<file path="config.mk">
export PLATFORM = sky130hd
export DESIGN_NAME = uart_stream_tx
export DESIGN_NICKNAME = d
export VERILOG_FILES = /design/src/rtl/uart_stream_tx.sv
export SDC_FILE = /design/constraint.sdc
export NUM_CORES = 1
export LEC_CHECK = 0
export CORE_MARGIN = 10
export CORE_UTILIZATION = 50
export CTS_BUF_LIST = sky130_fd_sc_hd__clkbuf_4
export DETAILED_ROUTE_END_ITERATION = 16
export MAX_ROUTING_LAYER = met4
export PLACE_DENSITY = 0.68
export SLEW_MARGIN = 15
export SYNTH_ARGS = -nofsm -noshare
export SYNTH_HDL_FRONTEND = slang
export SYNTH_SLANG_ARGS = --single-unit
</file>
<file path="constraint.sdc">
create_clock -name clock -period 3.2 [get_ports clock]
set_input_delay 0.64 -clock clock [delete_from_list [all_inputs] [get_ports clock]]
set_output_delay 0.64 -clock clock [all_outputs]
set_load 0.005 [all_outputs]
</file>
<file path="src/rtl/uart_stream_tx.sv">
// uart_stream_tx: FIFO-buffered UART transmitter that starts frames only while the Bluetooth link is up
module uart_stream_tx #(
    parameter int DATA_WIDTH = 8,
    parameter int FIFO_DEPTH = 16,
    parameter int STOP_BITS  = 1
) (
    input  logic                        clock,
    input  logic                        reset,
    input  logic                        wr_en,
    input  logic [DATA_WIDTH-1:0]       wr_data,
    input  logic [15:0]                 baud_div,
    input  logic [1:0]                  parity_mode,
    input  logic                        bt_state,
    input  logic                        send_break,
    output logic                        fpga_txd,
    output logic                        full,
    output logic                        empty,
    output logic [$clog2(FIFO_DEPTH):0] count,
    output logic                        overflow,
    output logic                        busy
);
    localparam int AW = $clog2(FIFO_DEPTH);
    localparam int BW = $clog2(DATA_WIDTH);
    typedef enum logic [2:0] {IDLE, START, DATA, PARITY, STOP, BREAK} state_t;
    state_t                state;
    logic [DATA_WIDTH-1:0] mem [FIFO_DEPTH];
    logic [AW-1:0]         wr_ptr, rd_ptr;
    logic [DATA_WIDTH-1:0] shreg;
    logic [15:0]           timer, div_l, div_eff;
    logic [BW-1:0]         bit_idx;
    logic                  par_en, par_bit, stop_cnt;
    logic                  push, pop, bit_end;
    assign full    = count == (AW+1)'(FIFO_DEPTH);
    assign empty   = count == '0;
    assign busy    = state != IDLE;
    assign push    = wr_en && !full;
    assign pop     = state == IDLE && !send_break && !empty && bt_state;
    assign div_eff = baud_div == 16'd0 ? 16'd1 : baud_div;
    assign bit_end = timer == 16'd0;
    always_ff @(posedge clock) begin
        if (reset) begin
            wr_ptr   <= '0;
            rd_ptr   <= '0;
            count    <= '0;
            overflow <= 1'b0;
        end else begin
            if (push) wr_ptr <= wr_ptr + AW'(1);
            if (pop) rd_ptr <= rd_ptr + AW'(1);
            if (push != pop) count <= push ? count + (AW+1)'(1) : count - (AW+1)'(1);
            if (wr_en && full) overflow <= 1'b1;
        end
    end
    always_ff @(posedge clock) begin
        if (push) mem[wr_ptr] <= wr_data;
    end
    // fpga_txd is updated together with each state change so the line is glitch-free
    always_ff @(posedge clock) begin
        if (reset) begin
            state    <= IDLE;
            fpga_txd <= 1'b1;
            timer    <= '0;
            shreg    <= '0;
            bit_idx  <= '0;
            div_l    <= '0;
            par_en   <= 1'b0;
            par_bit  <= 1'b0;
            stop_cnt <= 1'b0;
        end else begin
            case (state)
                IDLE: begin
                    if (send_break) begin
                        state    <= BREAK;
                        fpga_txd <= 1'b0;
                    end else if (pop) begin
                        state    <= START;
                        fpga_txd <= 1'b0;
                        timer    <= div_eff - 16'd1;
                        div_l    <= div_eff;
                        shreg    <= mem[rd_ptr];
                        par_en   <= ^parity_mode;
                        par_bit  <= (^mem[rd_ptr]) ^ parity_mode[1];
                    end
                end
                START: begin
                    if (bit_end) begin
                        state    <= DATA;
                        fpga_txd <= shreg[0];
                        shreg    <= shreg >> 1;
                        bit_idx  <= '0;
                        timer    <= div_l - 16'd1;
                    end else timer <= timer - 16'd1;
                end
                DATA: begin
                    if (bit_end) begin
                        timer <= div_l - 16'd1;
                        if (bit_idx == BW'(DATA_WIDTH-1)) begin
                            state    <= par_en ? PARITY : STOP;
                            fpga_txd <= par_en ? par_bit : 1'b1;
                            stop_cnt <= 1'b0;
                        end else begin
                            fpga_txd <= shreg[0];
                            shreg    <= shreg >> 1;
                            bit_idx  <= bit_idx + BW'(1);
                        end
                    end else timer <= timer - 16'd1;
                end
                PARITY: begin
                    if (bit_end) begin
                        state    <= STOP;
                        fpga_txd <= 1'b1;
                        stop_cnt <= 1'b0;
                        timer    <= div_l - 16'd1;
                    end else timer <= timer - 16'd1;
                end
                STOP: begin
                    if (bit_end) begin
                        if (stop_cnt == 1'(STOP_BITS-1)) state <= IDLE;
                        else begin
                            stop_cnt <= 1'b1;
                            timer    <= div_l - 16'd1;
                        end
                    end else timer <= timer - 16'd1;
                end
                BREAK: begin
                    if (!send_break) begin
                        state    <= IDLE;
                        fpga_txd <= 1'b1;
                    end
                end
                default: begin
                    state    <= IDLE;
                    fpga_txd <= 1'b1;
                end
            endcase
        end
    end
endmodule

</file>
Yosys cells after proc, flatten, opt, wreduce, memory -nomap -nowiden
Memories as Yosys holds them, arrays and structs flattened. A register that Yosys moved wholly into a read port is not among the register bits. Cells that the tools add are included.

Mux-type cells: 48. Bitwise operators: 3. Equal/unequal tests: 20. Reduce and logical (&&, ||, !) cells: 27. Add/subtract/negate cells: 8.

Operators by type and width (count): 16-bit 2-to-1 mux (6); 16-bit case mux with 3 select lines (1); 16-bit by 1-bit subtractor with 16-bit output (second input constant) (3); 8-bit 2-to-1 mux (5); 3-bit 2-to-1 mux (13); 16-bit zero test (2); 8-bit case mux with 3 select lines (1); 2-bit inequality test (second input constant) (10); 3-bit case mux with 6 select lines (1); 1-bit 2-to-1 mux (15); 6-bit AND reduction (2); 3-bit nonzero test (4); 3-bit == test (second input constant) (3); 4-bit by 1-bit adder with 4-bit output (second input constant) (2); 4-bit 2-to-1 mux (2); 4-bit AND reduction (2); 8-bit AND reduction (1); 8-bit XOR reduction (1); 3-bit by 2-bit == test with 1-bit output (second input constant) (2); 3-bit inequality test (second input constant) (2); 1-bit case mux with 6 select lines (1); 3-bit case mux with 2 select lines (1); 5-bit by 1-bit adder with 5-bit output (second input constant) (1); 5-bit == test (second input constant) (1); 17 further kinds (24).

Logic and storage cells: 120. Bits in writable memories: 128. Memories: 1. Flip-flop bits (word level): 64.

Memories: mem (depth 16, bits a word 8, read ports 1, clocked after Yosys merged registers in 1, wr ports 1, line 26) `logic [DATA_WIDTH-1:0] mem [FIFO_DEPTH];`.

Depth between registers and ports, before layout
Depth after elaboration: 7. Depth in mapped cells: 13. Gate-level depth less buffers: 12.

Worst setup path after synthesis
OpenSTA, ideal clock, no wires.

Path kind: flip-flop to flip-flop. Start: reg (tool-made name). End: reg par_bit. Path slack: 0.729 ns. Data arrival time: 2.400 ns. Cell stages (with the launch flop): 10. Required time: 3.130 ns. Library setup time: 0.070 ns. Cell sequence: dfxtp_1 > buf_2 > buf_2 > mux4_2 > mux4_2 > xor2_1 > xnor2_1 > xnor2_1 > nand2_1 > a21oi_1.

RTL lines: end signal: assignment (line 81) `par_bit <= (^mem[rd_ptr]) ^ parity_mode[1];`; end: declaration (line 31) `logic par_en, par_bit, stop_cnt;`.

Worst setup path in the final report
Start: reg state[1]. End: reg timer[14].

Longest elaborated chain between the ends: 6. Elaborated cells on any way between the ends: 15.

Ends and longest elaborated chain: start: declaration (line 25) `state_t state;`; start signal: assignment (line 97) `state <= par_en ? PARITY : STOP;`; 3-bit zero test (line 37, 69); 1-bit logical AND (3 in a row) (line 37) `assign pop = state == IDLE && !send_break && !empty && bt_state;`; 2-bit inequality test (no line); 4-bit AND reduction (no line); end signal: assignment (line 77) `timer <= div_eff - 16'd1;`; end signal: assignment (line 90) `timer <= div_l - 16'd1;`; end signal: assignment (line 91) `end else timer <= timer - 16'd1;`; end: declaration (line 29) `logic [15:0] timer, div_l, div_eff;`.

Parallel ways exist; a longest one is shown, timed or not. A chain may end at the register's enable or synchronous reset.

==> metrics.yaml <==
floorplan:
  initial_core_util_pct: 50.9
  row_count: 47
  pin_count: 41
  die-area_sq_mm: 0.0225
  fp.dieH_um: 150
  core-area_sq_mm: 0.0166
  die_w_um: 150
synth:
  synth_edf_count: 128
  synthArstFlopShare_pct: 0
  synth_fp_nets: 690
  seq_area_frac_synth_pct: 61.4
  synth_cell_types: 55
  avgSynthCellArea_sq_um: 13.1
  synth_ff_type: "edfxtp_1"
  ys_ff_latch: 195
  syn_inst: 647
  synth_top_area_cell: "edfxtp_1"
  synth.top_cell.area_share_pct: 45.5
  synth_area_sq_mm: 0.00845
  yosys_warnings: 0
  synthTopCellsByArea: "edfxtp_1 46%, dfxtp_1 16%, mux4_2 9.6%"
worst_setup_path:
  crit_type: "flip-flop to flip-flop"
  path_common_cell: "a211oi_1"
  path_cells: "or3_1 > nand2_2 > a211oi_1 > nor2_1 > inv_1 > ha_1 > nor4b_2 > nand3_1 > xnor2_1 > a211oi_1"
  worst-endpoint-required_ns: 3.69
  path_max_fanout: 18
  critPathLaunchType: "flip-flop"
  critPathMaxStageDelay_ns: 0.55
  cp-end-kind: "flip-flop"
  critPathArrivalTime_ns: 3.39
  slowest_stage: "dfxtp_1"
cts:
  holdBufCountCts: 0
  cts_sinks: 195
  cts_tree: "yes"
  post_cts_resized: 0
  cts_max_path_buffers: 2
  clk_latency_ns: 0.58
  cts_setup_buffers: 0
  h-tree-depth: 4
  cts_root_buf: "clkbuf_4"
  numCtsBuffers: 17
  clkTransAtPathRegs_ns: 0.16
sta:
  timing.final.crit_share_pct: 90.6
  max_freq_ghz: 0.345
  setup_viol: 0
  fin_setup_tns_ns: 0
  worst_slew_pin_slew_ns: 0.764
  min_period_ns: 2.90
  rsz0062_at_grt: "no"
  slew_headroom_pct: 49.1
  clock_skew_ns: 0.0178
  slew_viol_final: 0
  hold_viol: 0
placed_design:
  place_hpwl_um: 12200
  routabilityCongestion: 0.818
  port_buffers: 40
  placed_area_sq_mm: 0.00919
routing:
  routed_wl_um: 17200
  ant_nets: 0
  viasPerCell: 5.72
  vias: 5325
  drt_iter0_drc: 392
  route.detailed.wl_per_inst_um: 18.5
  drc: 0
  dr.pass1.iters: 5
global_routing:
  grt_antenna_before_repair: 0
  overflow: 0
  grt_pass1_wl_um: 28400
  grt_max_degree: 42
  grt_pass1_vias: 5386
  grt_util_all_layers_pct: 16.6
layout:
  area_delta_synth_final_pct: 11.8
  final_nets: 743
  final_area_sq_mm: 0.00945
  diodes: 0
  drive_gt1_share_pct: 15.6
power_and_ir_drop:
  power_density_mw_per_mm2: 784
  ir_drop_v: 0.000474
  leakage_nw: 3.09
flow_run:
  cap_violations: 0
min_path:
  hold_path.class: "flip-flop to flip-flop"
outcome:
  status: "completed"
layer usage:
layer  part of all wire [%]  vias to the layer above  GRT usage, %
met5                      0                        -             -
li1                       -                     2540             -
met2                     50                      137          27.2
met1                     44                     2631          20.2
met3                    4.6                       17          3.89
met4                    1.1                        0          4.86
stage by stage:
| step | hold WS, ns | instances | power, mW | setup slack (ns) | util (%) |
|---|---|---|---|---|---|
| after floorplan | 0.429 | 647 | 5.48 | 0.729 | - |
| after global placement | 0.443 | 901 | 6.14 | 0.239 | 55.4 |
| after detailed placement | 0.447 | 901 | 6.23 | 0.0601 | 55.4 |
| after CTS | 0.466 | 931 | 7.46 | 0.296 | 57.0 |
| after global routing | 0.498 | 931 | 7.93 | 0.0548 | 57.0 |
| final | 0.466 | 931 | 7.40 | 0.301 | 57.0 |
critical path: cells and delay by family (launching register included):
| kind | cells | cell delay (ns) |
|---|---|---|
| XOR/XNOR | 1 | 0.17 |
| AND/OR/NAND/NOR | 5 | 1.24 |
| buffers and inverters | 1 | 0.07 |
| adder cells (fa/ha/maj) | 1 | 0.20 |
| AO/OA/AOI/OAI | 2 | 0.58 |
| flip-flops | 1 | 0.55 |
synthesized netlist by cell type (2+ instances only):
cell / number
edfxtp_1: 128
nor2_1: 73
dfxtp_1: 67
nand2_1: 59
a21oi_1: 37
mux4_2: 36
a211oi_1: 34
xnor2_1: 24
clkbuf_1: 18
nand3_1: 14
nor3_1: 13
ha_1: 11
mux2i_1: 11
inv_1: 10
o21ai_0: 10
buf_2: 9
xor2_1: 9
nand4_1: 8
nor4_1: 8
nand2b_1: 6
buf_1: 5
a22oi_1: 4
buf_6: 4
o21bai_1: 4
o22ai_1: 4
a211o_1: 3
nor2b_1: 3
or3_1: 3
a21boi_0: 2
a31oi_1: 2
nand3b_1: 2
o21ai_1: 2
or2_2: 2
cell usage in the layout, fill, tap and decap left out, drive strengths merged, types with 12 or more instances in the layout:
| cell type | synthesis | layout |
|---|---|---|
| mux4 | 36 | 36 |
| nand3 | 14 | 14 |
| a21oi | 38 | 38 |
| inv | 11 | 21 |
| nor2 | 73 | 73 |
| edfxtp | 128 | 128 |
| buf | 19 | 32 |
| a211oi | 35 | 35 |
| clkdlybuf4s50 | 0 | 39 |
| nand2 | 60 | 60 |
| dfxtp | 67 | 67 |
| nor3 | 14 | 14 |
| xnor2 | 24 | 24 |
| clkbuf | 18 | 17 |
| o21ai | 12 | 12 |
area by class of cell:
class / count / area, sq um
Sequential cell: 195 / 5190
Clock inverter: 13 / 131
Timing Repair Buffer: 71 / 641
Inverter: 11 / 41.3
Clock buffer: 17 / 128
Fill cell: 1362 / 7140
Multi-Input combinational cell: 404 / 3040
Tap cell: 220 / 275
registers in the layout, indices dropped and copies added (netlist names), named ones only:
register,cells
bit_idx,3
count,5
div_l,16
fpga_txd,1
mem,128
overflow,1
par_bit,1
par_en,1
rd_ptr,4
shreg,8
state,3
timer,16
wr_ptr,4
power by group:
part,switching [mW],internal [mW]
Clock,0.887,0.346
Combinational,1.68,1.34
Sequential,0.200,2.95
final timing paths:
path / start / to / cells after the start / slack, ns
setup / recovery: state[1] / timer[14] / 10 / 0.30
hold / removal: par_bit / par_bit / 2 / 0.47
setup reg to reg: state[1] / timer[14] / 10 / 0.30
hold reg to reg: par_bit / par_bit / 2 / 0.47
logic make-up (layout without fill, tap and decap cells):
kind of cell / count (synthesis) / count (layout) / share of synthesized area, %
buf+inv: 48 / 112 / 2.67
mux: 47 / 47 / 10.9
xor+xnor: 34 / 34 / 3.69
fa+ha+maj: 12 / 12 / 1.87
flops: 195 / 195 / 61.4
simple gates: 202 / 202 / 11.1
compound gates: 109 / 109 / 8.35
Note: power is estimated with default switching activity, not from simulation.
